**src/rtl/ex_muldiv_unit.sv**
```systemverilog
// Iterative RV32M multiply/divide unit for the EX stage: shift-add multiply, restoring divide.
// Optional single-cycle multiply when FAST_MUL_EN is defined; divide is always iterative.
module ex_muldiv_unit #(
  parameter int WIDTH = 32
) (
  input  logic             clk,
  input  logic             rst_n,
  input  logic             flush,
  input  logic             startE,
  input  logic [2:0]       MulDivOpE,
  input  logic [WIDTH-1:0] rs1_dataE,
  input  logic [WIDTH-1:0] rs2_dataE,
  input  logic [4:0]       rdE,
  output logic             busyE,
  output logic             doneE,
  output logic [WIDTH-1:0] resultE,
  output logic [4:0]       rd_outE
);

  localparam int CW = $clog2(WIDTH);
  localparam logic [CW-1:0] CNT_LAST = CW'(WIDTH - 1);

  localparam logic [1:0] S_IDLE = 2'd0;
  localparam logic [1:0] S_MUL  = 2'd1;
  localparam logic [1:0] S_DIV  = 2'd2;
  localparam logic [1:0] S_DONE = 2'd3;

  logic [1:0]         r_state;
  logic [CW-1:0]      r_cnt;
  logic [1:0]         r_op;
  logic [4:0]         r_rd;
  logic [WIDTH-1:0]   r_opa;
  logic [WIDTH-1:0]   r_opb;
  logic               r_neg;
  logic [2*WIDTH-1:0] r_prod;
  logic [WIDTH-1:0]   r_rem;
  logic               r_special;
  logic [WIDTH-1:0]   r_spec_res;

  // Capture-time decode: operand signedness, magnitudes, result sign, special cases
  logic             w_a_signed, w_b_signed, w_sa, w_sb, w_neg, w_div0, w_ovf;
  logic [WIDTH-1:0] w_amag, w_bmag, w_spec_res;

  assign w_a_signed = (MulDivOpE == 3'b001) || (MulDivOpE == 3'b010) ||
                      (MulDivOpE == 3'b100) || (MulDivOpE == 3'b110);
  assign w_b_signed = (MulDivOpE == 3'b001) || (MulDivOpE == 3'b100) ||
                      (MulDivOpE == 3'b110);
  assign w_sa   = w_a_signed & rs1_dataE[WIDTH-1];
  assign w_sb   = w_b_signed & rs2_dataE[WIDTH-1];
  assign w_amag = w_sa ? -rs1_dataE : rs1_dataE;
  assign w_bmag = w_sb ? -rs2_dataE : rs2_dataE;
  // Remainder takes the dividend's sign; everything else the XOR of both
  assign w_neg  = (MulDivOpE[2] & MulDivOpE[1]) ? w_sa : (w_sa ^ w_sb);
  assign w_div0 = MulDivOpE[2] & (rs2_dataE == '0);
  assign w_ovf  = MulDivOpE[2] & ~MulDivOpE[0] &
                  (rs1_dataE == {1'b1, {(WIDTH-1){1'b0}}}) & (rs2_dataE == '1);

  always_comb begin
    w_spec_res = '0;
    if (w_div0)
      w_spec_res = MulDivOpE[1] ? rs1_dataE : '1;
    else if (w_ovf)
      w_spec_res = MulDivOpE[1] ? '0 : rs1_dataE;
  end

  // Multiply datapath
  logic [2*WIDTH-1:0] w_prod_fin, w_prod_sgn;
  logic [WIDTH-1:0]   w_mul_res;

`ifdef FAST_MUL_EN
  assign w_prod_fin = {{WIDTH{1'b0}}, r_opa} * {{WIDTH{1'b0}}, r_opb};
`else
  logic [WIDTH:0] w_sum;
  // Product register low half shifts out multiplier bits as the high half accumulates
  assign w_sum      = {1'b0, r_prod[2*WIDTH-1:WIDTH]} + {1'b0, r_opa & {WIDTH{r_prod[0]}}};
  assign w_prod_fin = {w_sum, r_prod[WIDTH-1:1]};
`endif

  assign w_prod_sgn = r_neg ? -w_prod_fin : w_prod_fin;
  assign w_mul_res  = (r_op == 2'b00) ? w_prod_sgn[WIDTH-1:0] : w_prod_sgn[2*WIDTH-1:WIDTH];

  // Restoring divide step: dividend shifts out of r_prod low half, quotient shifts in
  logic [WIDTH:0]   w_shift, w_diff;
  logic             w_qbit;
  logic [WIDTH-1:0] w_rem_nxt, w_quo_nxt, w_div_res;

  assign w_shift   = {r_rem, r_prod[WIDTH-1]};
  assign w_diff    = w_shift - {1'b0, r_opb};
  assign w_qbit    = ~w_diff[WIDTH];
  assign w_rem_nxt = w_qbit ? w_diff[WIDTH-1:0] : w_shift[WIDTH-1:0];
  assign w_quo_nxt = {r_prod[WIDTH-2:0], w_qbit};
  assign w_div_res = r_op[1] ? (r_neg ? -w_rem_nxt : w_rem_nxt)
                             : (r_neg ? -w_quo_nxt : w_quo_nxt);

  assign busyE = ((r_state == S_IDLE) & startE) | (r_state == S_MUL) | (r_state == S_DIV);
  assign doneE = (r_state == S_DONE);

  always_ff @(posedge clk or negedge rst_n) begin
    if (!rst_n) begin
      r_state    <= S_IDLE;
      r_cnt      <= '0;
      r_op       <= '0;
      r_rd       <= '0;
      r_opa      <= '0;
      r_opb      <= '0;
      r_neg      <= 1'b0;
      r_prod     <= '0;
      r_rem      <= '0;
      r_special  <= 1'b0;
      r_spec_res <= '0;
      resultE    <= '0;
      rd_outE    <= '0;
    end else if (flush) begin
      r_state <= S_IDLE;
      r_cnt   <= '0;
    end else begin
      case (r_state)
        S_IDLE: begin
          if (startE) begin
            r_op       <= MulDivOpE[1:0];
            r_rd       <= rdE;
            r_opa      <= w_amag;
            r_opb      <= w_bmag;
            r_neg      <= w_neg;
            r_cnt      <= '0;
            r_rem      <= '0;
            r_special  <= w_div0 | w_ovf;
            r_spec_res <= w_spec_res;
            r_prod     <= {{WIDTH{1'b0}}, MulDivOpE[2] ? w_amag : w_bmag};
            r_state    <= MulDivOpE[2] ? S_DIV : S_MUL;
          end
        end
        S_MUL: begin
`ifdef FAST_MUL_EN
          resultE <= w_mul_res;
          rd_outE <= r_rd;
          r_state <= S_DONE;
`else
          r_prod <= w_prod_fin;
          r_cnt  <= r_cnt + 1'b1;
          if (r_cnt == CNT_LAST) begin
            resultE <= w_mul_res;
            rd_outE <= r_rd;
            r_state <= S_DONE;
          end
`endif
        end
        S_DIV: begin
          if (r_special) begin
            resultE <= r_spec_res;
            rd_outE <= r_rd;
            r_state <= S_DONE;
          end else begin
            r_prod[WIDTH-1:0] <= w_quo_nxt;
            r_rem             <= w_rem_nxt;
            r_cnt             <= r_cnt + 1'b1;
            if (r_cnt == CNT_LAST) begin
              resultE <= w_div_res;
              rd_outE <= r_rd;
              r_state <= S_DONE;
            end
          end
        end
        default: r_state <= S_IDLE;
      endcase
    end
  end

endmodule
```
**config.mk**
```make
export PLATFORM = sky130hd
export DESIGN_NAME = ex_muldiv_unit
export DESIGN_NICKNAME = d
export VERILOG_FILES = /design/src/rtl/ex_muldiv_unit.sv
export SDC_FILE = /design/constraint.sdc
export NUM_CORES = 1
export LEC_CHECK = 0
export CAP_MARGIN = 20
export CORE_UTILIZATION = 50
export CTS_BUF_LIST = sky130_fd_sc_hd__clkbuf_2 sky130_fd_sc_hd__clkbuf_4 sky130_fd_sc_hd__clkbuf_8
export CTS_CLUSTER_SIZE = 16
export DETAILED_ROUTE_END_ITERATION = 6
export GPL_ROUTABILITY_DRIVEN = 0
export MAX_ROUTING_LAYER = met4
export PLACE_DENSITY = 0.82
export REMOVE_ABC_BUFFERS = 1
export SLEW_MARGIN = 40
export SYNTH_ARGS = -nofsm -noshare
export SYNTH_HDL_FRONTEND = slang
export SYNTH_SLANG_ARGS = --single-unit
```
**constraint.sdc**
```tcl
create_clock -name clk -period 4.35 [get_ports clk]
set_input_delay 0.87 -clock clk [delete_from_list [all_inputs] [get_ports clk]]
set_output_delay 0.87 -clock clk [all_outputs]
set_load 0.01 [all_outputs]
```
==> impl_metrics.toml, run 1 <==
[outcome]
status = "complete, but fails checks"
violated_checks = "design-rule violations, negative setup slack"

[min_path]
hp-class = "in -> async"

[cts]
cts_max_level = 2
clk_pin_slew_worst_paths_ns = 0.06
cts_made_buffers = 43
ctsRootBufferMaster = "sky130_fd_sc_hd__clkbuf_8"
clock_tree.buffer_depth = 3
tritoncts_num_sinks = 245
insertion_delay_ns = 0.60
tritoncts_clock_tree = "yes"

[placement]
detailedPlacementHpwl_um = 55800
port_buffers = 114

[routing]
route.detailed.drc = 19
drt_iter0_markers = 3475
top_signal_layer_used = "met4"
viasPerCell = 6.81
wire_length_after_detailed_routing_um = 75500
wl_met3_um = 9840
postRouteAntennaNets = 0
detailroute.wirelength.met2_um = 32300
detail_route.wirelength.met1_um = 28300
first_pass_iters = 7
post_drt_wl_per_cell_um = 22.6
dr_total_vias = 22800

[critical_path]
critical_path_buf_inv_count = 1
timing.critical_path.depth = 12
type_of_destination_of_the_critical_path = "flip-flop"
reg2reg_depth = 12
critPathLaunchType = "flip-flop"
crit_type = "reg -> reg"
slowest_stage = "sky130_fd_sc_hd__or4_4"
worst-endpoint-required_ns = 4.84
critPathMaxStageDelay_ns = 0.61
crit_path_cell_chain = "or4_1 > or2_1 > or4_4 > a2111oi_4 > o2111ai_4 > nor4_4 > nand2_2 > buf_4 > o31ai_2 > xor2_1 > o211ai_1 > a31oi_1"
critical_path.max_fanout = 10
critPathArrivalTime_ns = 4.84
critical-path-top-delay-family = "simple AND/OR/NAND/NOR gates"

[cells_and_area]
finalCoreUtilization = 0.592
final_net_count = 2934
n_fill_cell = 3496
seq_area_mm2 = 0.00614
final_layout_size_suffix_gt1_frac = 0.125
synthesis_to_layout_area_growth_pct = 16.4
multiInputGateArea_mm2 = 0.0139

[power]
seqPwrFrac = 0.254
sw_share = 0.478
p_total_w = 0.0147
cellInternalPower_w = 0.00769
power_density_mw_per_mm2 = 609
static_leak_nw = 10.1
netSwitchingPower_w = 0.00705
share_clk_of_total_power = 0.163
ir_worst_vdd_uv = 386
combPwrFrac = 0.583

[timing]
final-setup-viol-count = 1
slew_headroom = 0.424
post-route-period-util = 1.00
final.setup_skew_ns = 0.0251
whs_ns = 0.162
max_freq_mhz = 230
report.final.hold_viol_count = 0
finalWorstPathRequiredPeriod_ns = 4.35
final.setup.worst_slack_ns = -0.00297
fin_setup_tns_ns = -0.00297
timing_max_transition_violations_final = 0
worst-slew-pin-transition_ns = 0.861

[logic_synthesis]
synth_compound_area_frac = 0.267
primary_flip_flop_cell_chosen_by_synthesis_mapping = "sky130_fd_sc_hd__dfrtp_1"
netlist-cell-type-count = 94
share_of_synthesized_area_occupied_by_flip_flops_and_latches = 0.295
yosys_warns = 0
dominant_combinational_cell_family_by_area_after_synthesis = "compound AO/OA/AOI/OAI gates"
syn_area_mm2 = 0.0208
syn_avg_cell_area_um2 = 7.80
synth.mux.area_fraction = 0.0386
async_reset_ff_frac = 1.00
xor_xnor_cell_area_share_of_the_yosys_netlist = 0.0783
synth_enable_flop_cells = 0
netlist_instances = 2667
post_synth_fa_ha_maj_area_fraction = 0.0482
simple_logic_cell_fraction_of_the_synthesized_area = 0.220
seq_cells_post_synth = 245

[global_routing]
maximum_number_of_pins_on_one_net_before_global_route_repair = 95
grt_overflow = 0
antenna_found_initial = 1
grt.total_usage = 0.353
grt_first_pass_wirelength_um = 114000
first_global_vias = 21100

[floorplan]
dieArea_mm2 = 0.0424
dieWidth_um = 206
floorplan.initialDensity = 0.508
floorplan.io_pins = 115
fp.dieH_um = 206
core_region_area_mm2 = 0.0409
rows = 74

[run]
drv_cap = 0
-- layer usage --
layer | track usage | vias up
met5 | - | -
met4 | 0.201 | 0
met3 | 0.0773 | 383
met2 | 0.512 | 1745
met1 | 0.455 | 10700
li1 | - | 9918
-- kinds of logic (layout without fill, tap and decap cells) --
family / after synthesis / count (layout)
AND/OR/NAND/NOR: 959 / 959
multiplexers: 76 / 76
AO/OA/AOI/OAI: 859 / 859
buffers and inverters: 263 / 407
other: 0 / 2
XOR/XNOR: 186 / 186
flip-flops: 245 / 245
adder cells (fa/ha/maj): 79 / 79
-- repair_timing --
item | 4_1_cts | 5_1_grt
hold buffers | 0 | 0
pin swaps | 2 | 23
resized for setup | 6 | 78
buffers inserted | 1 | 18
setup endpoints to repair | 14 | 24
-- stage by stage --
step | worst slack [ns] | cells | cell area [um^2]
6_report | -0.00297 | 3345 | 24200
3_3_place_gp | 0.0941 | 3246 | 22700
3_5_place_dp | -0.196 | 3246 | 22700
2_1_floorplan | -2.67 | 2482 | 20000
5_1_grt | -0.0733 | 3345 | 24200
4_1_cts | -0.0300 | 3324 | 23700
-- state kept, by name (all words and copies together), names as in the netlist --
name and cells:
r_prod 64, r_opa 32, r_opb 32, r_rem 32
r_spec_res 32, resultE 32, r_cnt 5, r_rd 5
rd_outE 5, r_op 2, r_state 2, r_neg 1
r_special 1
-- worst paths after layout --
path                                                   to                 startpoint  slack [ns]
worst max-delay path              resultE[27]$_DFFE_PN0P_     r_prod[12]$_DFFE_PN0P_      -0.003
worst min-delay path               rd_outE[2]$_DFFE_PN0P_                      rst_n        0.16
worst max register to register    resultE[27]$_DFFE_PN0P_     r_prod[12]$_DFFE_PN0P_      -0.003
worst min register to register  r_spec_res[0]$_DFFE_PN0P_  r_spec_res[0]$_DFFE_PN0P_        0.47
max in group asynchronous          r_prod[28]$_DFFE_PN0P_                      rst_n        3.07
min in group clk                r_spec_res[0]$_DFFE_PN0P_  r_spec_res[0]$_DFFE_PN0P_        0.47
-- power by group through the flow --
stage,Combinational [W],Clock [W],Sequential (W)
after floorplan,0.00498,0,0.00369
after global placement,0.00768,0,0.00368
after detailed placement,0.00791,0,0.00370
after CTS,0.00798,0.00241,0.00368
after global routing,0.00915,0.00249,0.00378
final,0.00860,0.00241,0.00374
-- Yosys cell counts, drive strengths merged, types with 13 or more instances --
library cell | count | share of area
mux2 | 24 | 0.013
inv | 75 | 0.014
o21a | 14 | 0.0051
o21ai | 300 | 0.072
or3 | 34 | 0.010
nor4 | 27 | 0.0094
and2 | 58 | 0.017
xor2 | 93 | 0.039
nand4 | 28 | 0.0084
a31oi | 39 | 0.012
a21oi | 170 | 0.041
or4 | 23 | 0.0087
nand2 | 360 | 0.065
a22oi | 17 | 0.0061
a21o | 23 | 0.0083
buf | 31 | 0.010
nand2b | 20 | 0.0060
o211ai | 34 | 0.012
nor2 | 213 | 0.038
nor3 | 61 | 0.015
o31ai | 46 | 0.017
and3 | 14 | 0.0042
a211oi | 26 | 0.0094
nand3 | 56 | 0.013
a221oi | 14 | 0.0059
o41ai | 13 | 0.0058
or2 | 20 | 0.0060
xnor2 | 93 | 0.039
clkbuf | 153 | 0.029
ha | 77 | 0.046
mux2i | 51 | 0.025
dfrtp | 245 | 0.29
a221o | 22 | 0.011
a22o | 34 | 0.014
-- placed cells by master (no fill, tap or decap), types with 22 or more instances in the layout --
cell / Yosys / routed
sky130_fd_sc_hd__inv_1: 74 / 73
sky130_fd_sc_hd__dfrtp_1: 245 / 239
sky130_fd_sc_hd__xnor2_1: 93 / 93
sky130_fd_sc_hd__nor2_1: 213 / 210
sky130_fd_sc_hd__and2_1: 58 / 57
sky130_fd_sc_hd__or3_1: 32 / 30
sky130_fd_sc_hd__mux2_2: 24 / 24
sky130_fd_sc_hd__xor2_1: 93 / 93
sky130_fd_sc_hd__nand4_1: 28 / 28
sky130_fd_sc_hd__a21oi_1: 170 / 164
sky130_fd_sc_hd__a21o_1: 23 / 22
sky130_fd_sc_hd__mux2i_1: 51 / 50
sky130_fd_sc_hd__a22o_1: 34 / 34
sky130_fd_sc_hd__o211ai_1: 34 / 34
sky130_fd_sc_hd__o21ai_0: 291 / 281
sky130_fd_sc_hd__buf_4: 4 / 132
sky130_fd_sc_hd__ha_1: 77 / 67
sky130_fd_sc_hd__nor3_1: 60 / 59
sky130_fd_sc_hd__clkbuf_8: 1 / 54
sky130_fd_sc_hd__nand2_1: 359 / 359
sky130_fd_sc_hd__a31oi_1: 39 / 38
sky130_fd_sc_hd__o31ai_1: 43 / 41
sky130_fd_sc_hd__clkdlybuf4s50_1: 0 / 113
sky130_fd_sc_hd__nand3_1: 56 / 56
-- area by class of cell --
cell class | count | share of cell area
Antenna cell | 2 | 0.000207
Clock buffer | 70 | 0.0356
Clock inverter | 7 | 0.00362
Inverter | 78 | 0.0122
Multi-Input combinational cell | 2159 | 0.574
Sequential cell | 245 | 0.253
Tap cell | 532 | 0.0275
Timing Repair Buffer | 252 | 0.0932
Power figures use the tool's default switching activity.
==> inputs of run 2 (changes only) <==
--- a/config.mk
+++ b/config.mk
@@ -8,11 +8,11 @@
 export CAP_MARGIN = 20
 export CORE_UTILIZATION = 50
 export CTS_BUF_LIST = sky130_fd_sc_hd__clkbuf_2 sky130_fd_sc_hd__clkbuf_4 sky130_fd_sc_hd__clkbuf_8
-export CTS_CLUSTER_SIZE = 16
 export DETAILED_ROUTE_END_ITERATION = 6
+export DONT_BUFFER_PORTS = 1
 export GPL_ROUTABILITY_DRIVEN = 0
 export MAX_ROUTING_LAYER = met4
-export PLACE_DENSITY = 0.82
+export PLACE_DENSITY = 0.79
 export REMOVE_ABC_BUFFERS = 1
 export SLEW_MARGIN = 40
 export SYNTH_ARGS = -nofsm -noshare
==> run 2 against run 1 <==
The flow now finishes without violations. First-iteration DRC count grew 5.1%. Clock skew grew 0.0058 ns. Setup slack gained 0.070 ns.
==> impl_metrics.toml, run 2 (same netlist as run 1, synthesis figures left out) <==
[floorplan]
floorplan.initialDensity = 0.508
dieArea_mm2 = 0.0424
floorplan.io_pins = 115
core_region_area_mm2 = 0.0409
fp.dieH_um = 206
rows = 74
dieWidth_um = 206

[power]
ir_worst_vdd_uv = 558
power_density_mw_per_mm2 = 625
p_total_w = 0.0143
static_leak_nw = 9.66

[cells_and_area]
n_fill_cell = 3700
largest-register = "r_prod"
finalCoreUtilization = 0.561
largest_register_ffs = 64
synthesis_to_layout_area_growth_pct = 10.4
commonest_cells_after_routing_fill_and_taps_aside = "sky130_fd_sc_hd__nand2_1 (358), sky130_fd_sc_hd__o21ai_0 (284), sky130_fd_sc_hd__dfrtp_1 (240)"
mostFrequentLayoutCell = "sky130_fd_sc_hd__nand2_1"
final_layout_size_suffix_gt1_frac = 0.122
final_net_count = 2797

[timing]
report.final.hold_viol_count = 0
slew_headroom = 0.394
final-setup-viol-count = 0
worst-slew-pin-transition_ns = 0.907
whs_ns = 0.00601
finalWorstPathRequiredPeriod_ns = 4.28
timing_max_transition_violations_final = 0
post-route-period-util = 0.985
final.setup_skew_ns = 0.0309
max_freq_mhz = 233

[critical_path]
timing.critical_path.to = "resultE[29]$_DFFE_PN0P_"
critPathLaunchType = "flip-flop"
worst-endpoint-required_ns = 4.85
crit-reg2reg-launch = "r_prod[0]$_DFFE_PN0P_"
regToRegSetupSlack_ns = 0.07
type_of_destination_of_the_critical_path = "flip-flop"
reg2reg_to = "resultE[29]$_DFFE_PN0P_"
critical_path.max_fanout = 31
critPathArrivalTime_ns = 4.78
startpoint = "r_prod[0]$_DFFE_PN0P_"
reg2reg_depth = 15
crit_type = "reg -> reg"

[global_routing]
maximum_number_of_pins_on_one_net_before_global_route_repair = 246
grt_first_pass_wirelength_um = 114000
grt_overflow = 0
first_global_vias = 20500
antenna_found_initial = 1
grt.total_usage = 0.355

[routing]
drt_iter0_markers = 3651
postRouteAntennaNets = 0
route.detailed.drc = 0
dr_total_vias = 22100
viasPerCell = 6.89
wire_length_after_detailed_routing_um = 75900
post_drt_wl_per_cell_um = 23.7
first_pass_iters = 7

[cts]
cts_made_buffers = 45
insertion_delay_ns = 0.60
clock_tree.buffer_depth = 3
cts_max_level = 2
ctsRootBufferMaster = "sky130_fd_sc_hd__clkbuf_8"
tritoncts_clock_tree = "yes"
tritoncts_num_sinks = 245
clk_pin_slew_worst_paths_ns = 0.06

[min_path]
hp-class = "in -> async"

[placement]
detailedPlacementHpwl_um = 55800
port_buffers = 0

[run]
drv_cap = 0

[outcome]
status = "complete, no violations"
## run 2: routing by layer
layer / wire length, um / vias to the layer above / share of wire / GRT usage
met5: 0 / - / 0 / -
met4: 5090 / 0 / 0.067 / 0.190
met3: 10500 / 353 / 0.14 / 0.0913
met2: 31800 / 1725 / 0.42 / 0.510
met1: 28500 / 10300 / 0.38 / 0.456
li1: - / 9664 / - / -
## run 2: area by class of cell
cell class              instances  area (um^2)  area share
inverters                      78          297      0.0129
repair buffers                113          923      0.0402
flip-flops and latches        245         6140       0.267
well taps                     532          666      0.0290
multi-input cells            2159        14000       0.608
clock inverters                10          125     0.00545
diodes                          1         2.50    0.000109
clock buffers                  68          855      0.0372
## run 2: worst min path at each step
stage	to	depth (start not counted)	slack, ns	startpoint
3_3_place_gp	r_spec_res[0]$_DFFE_PN0P_	2	0.45	r_spec_res[0]$_DFFE_PN0P_
2_1_floorplan	r_spec_res[0]$_DFFE_PN0P_	2	0.43	r_spec_res[0]$_DFFE_PN0P_
6_report	r_rem[16]$_DFFE_PN0P_	0	0.006	rst_n
3_5_place_dp	r_spec_res[0]$_DFFE_PN0P_	2	0.45	r_spec_res[0]$_DFFE_PN0P_
5_1_grt	r_rem[16]$_DFFE_PN0P_	0	-0.002	rst_n
4_1_cts	rd_outE[4]$_DFFE_PN0P_	0	-0.03	rst_n
## run 2: repair_timing
action | 4_1_cts | 5_1_grt
cloned | 0 | 0
buffers inserted | 0 | 6
resized for setup | 9 | 77
pin swaps | 0 | 14
setup endpoints to repair | 4 | 24
hold endpoints to repair | 245 | 92
## run 2: worst max-delay path, stage by stage (launching register included)
cell and delay (ns):
sky130_fd_sc_hd__dfrtp_1 0.43, sky130_fd_sc_hd__buf_12 0.18, sky130_fd_sc_hd__and2_1 0.14, sky130_fd_sc_hd__ha_1 0.37, sky130_fd_sc_hd__a21oi_2 0.23, sky130_fd_sc_hd__and2_1 0.24, sky130_fd_sc_hd__a21oi_2 0.12, sky130_fd_sc_hd__o311a_4 0.42
sky130_fd_sc_hd__or3_1 0.38, sky130_fd_sc_hd__a211oi_4 0.32, sky130_fd_sc_hd__buf_4 0.18, sky130_fd_sc_hd__nand3_1 0.21, sky130_fd_sc_hd__o41ai_4 0.42, sky130_fd_sc_hd__xnor2_1 0.15, sky130_fd_sc_hd__nand2_1 0.14, sky130_fd_sc_hd__a41oi_1 0.24
## run 2: report_power, final
| part | switching [W] | internal [W] |
|---|---|---|
| sequential | 0.000864 | 0.00296 |
| combinational | 0.00502 | 0.00301 |
| clock | 0.00107 | 0.00143 |
## run 2: stage by stage
stage | cell area, um^2 | setup WS, ns | setup TNS, ns | cells
5_1_grt | 23000 | -0.0951 | -0.371 | 3206
4_1_cts | 22500 | 0.00521 | 0 | 3195
3_5_place_dp | 21500 | -0.226 | -0.368 | 3117
2_1_floorplan | 20000 | -2.67 | -80.65 | 2482
3_3_place_gp | 21500 | -0.0630 | -0.0630 | 3117
6_report | 23000 | 0.0670 | 0 | 3206
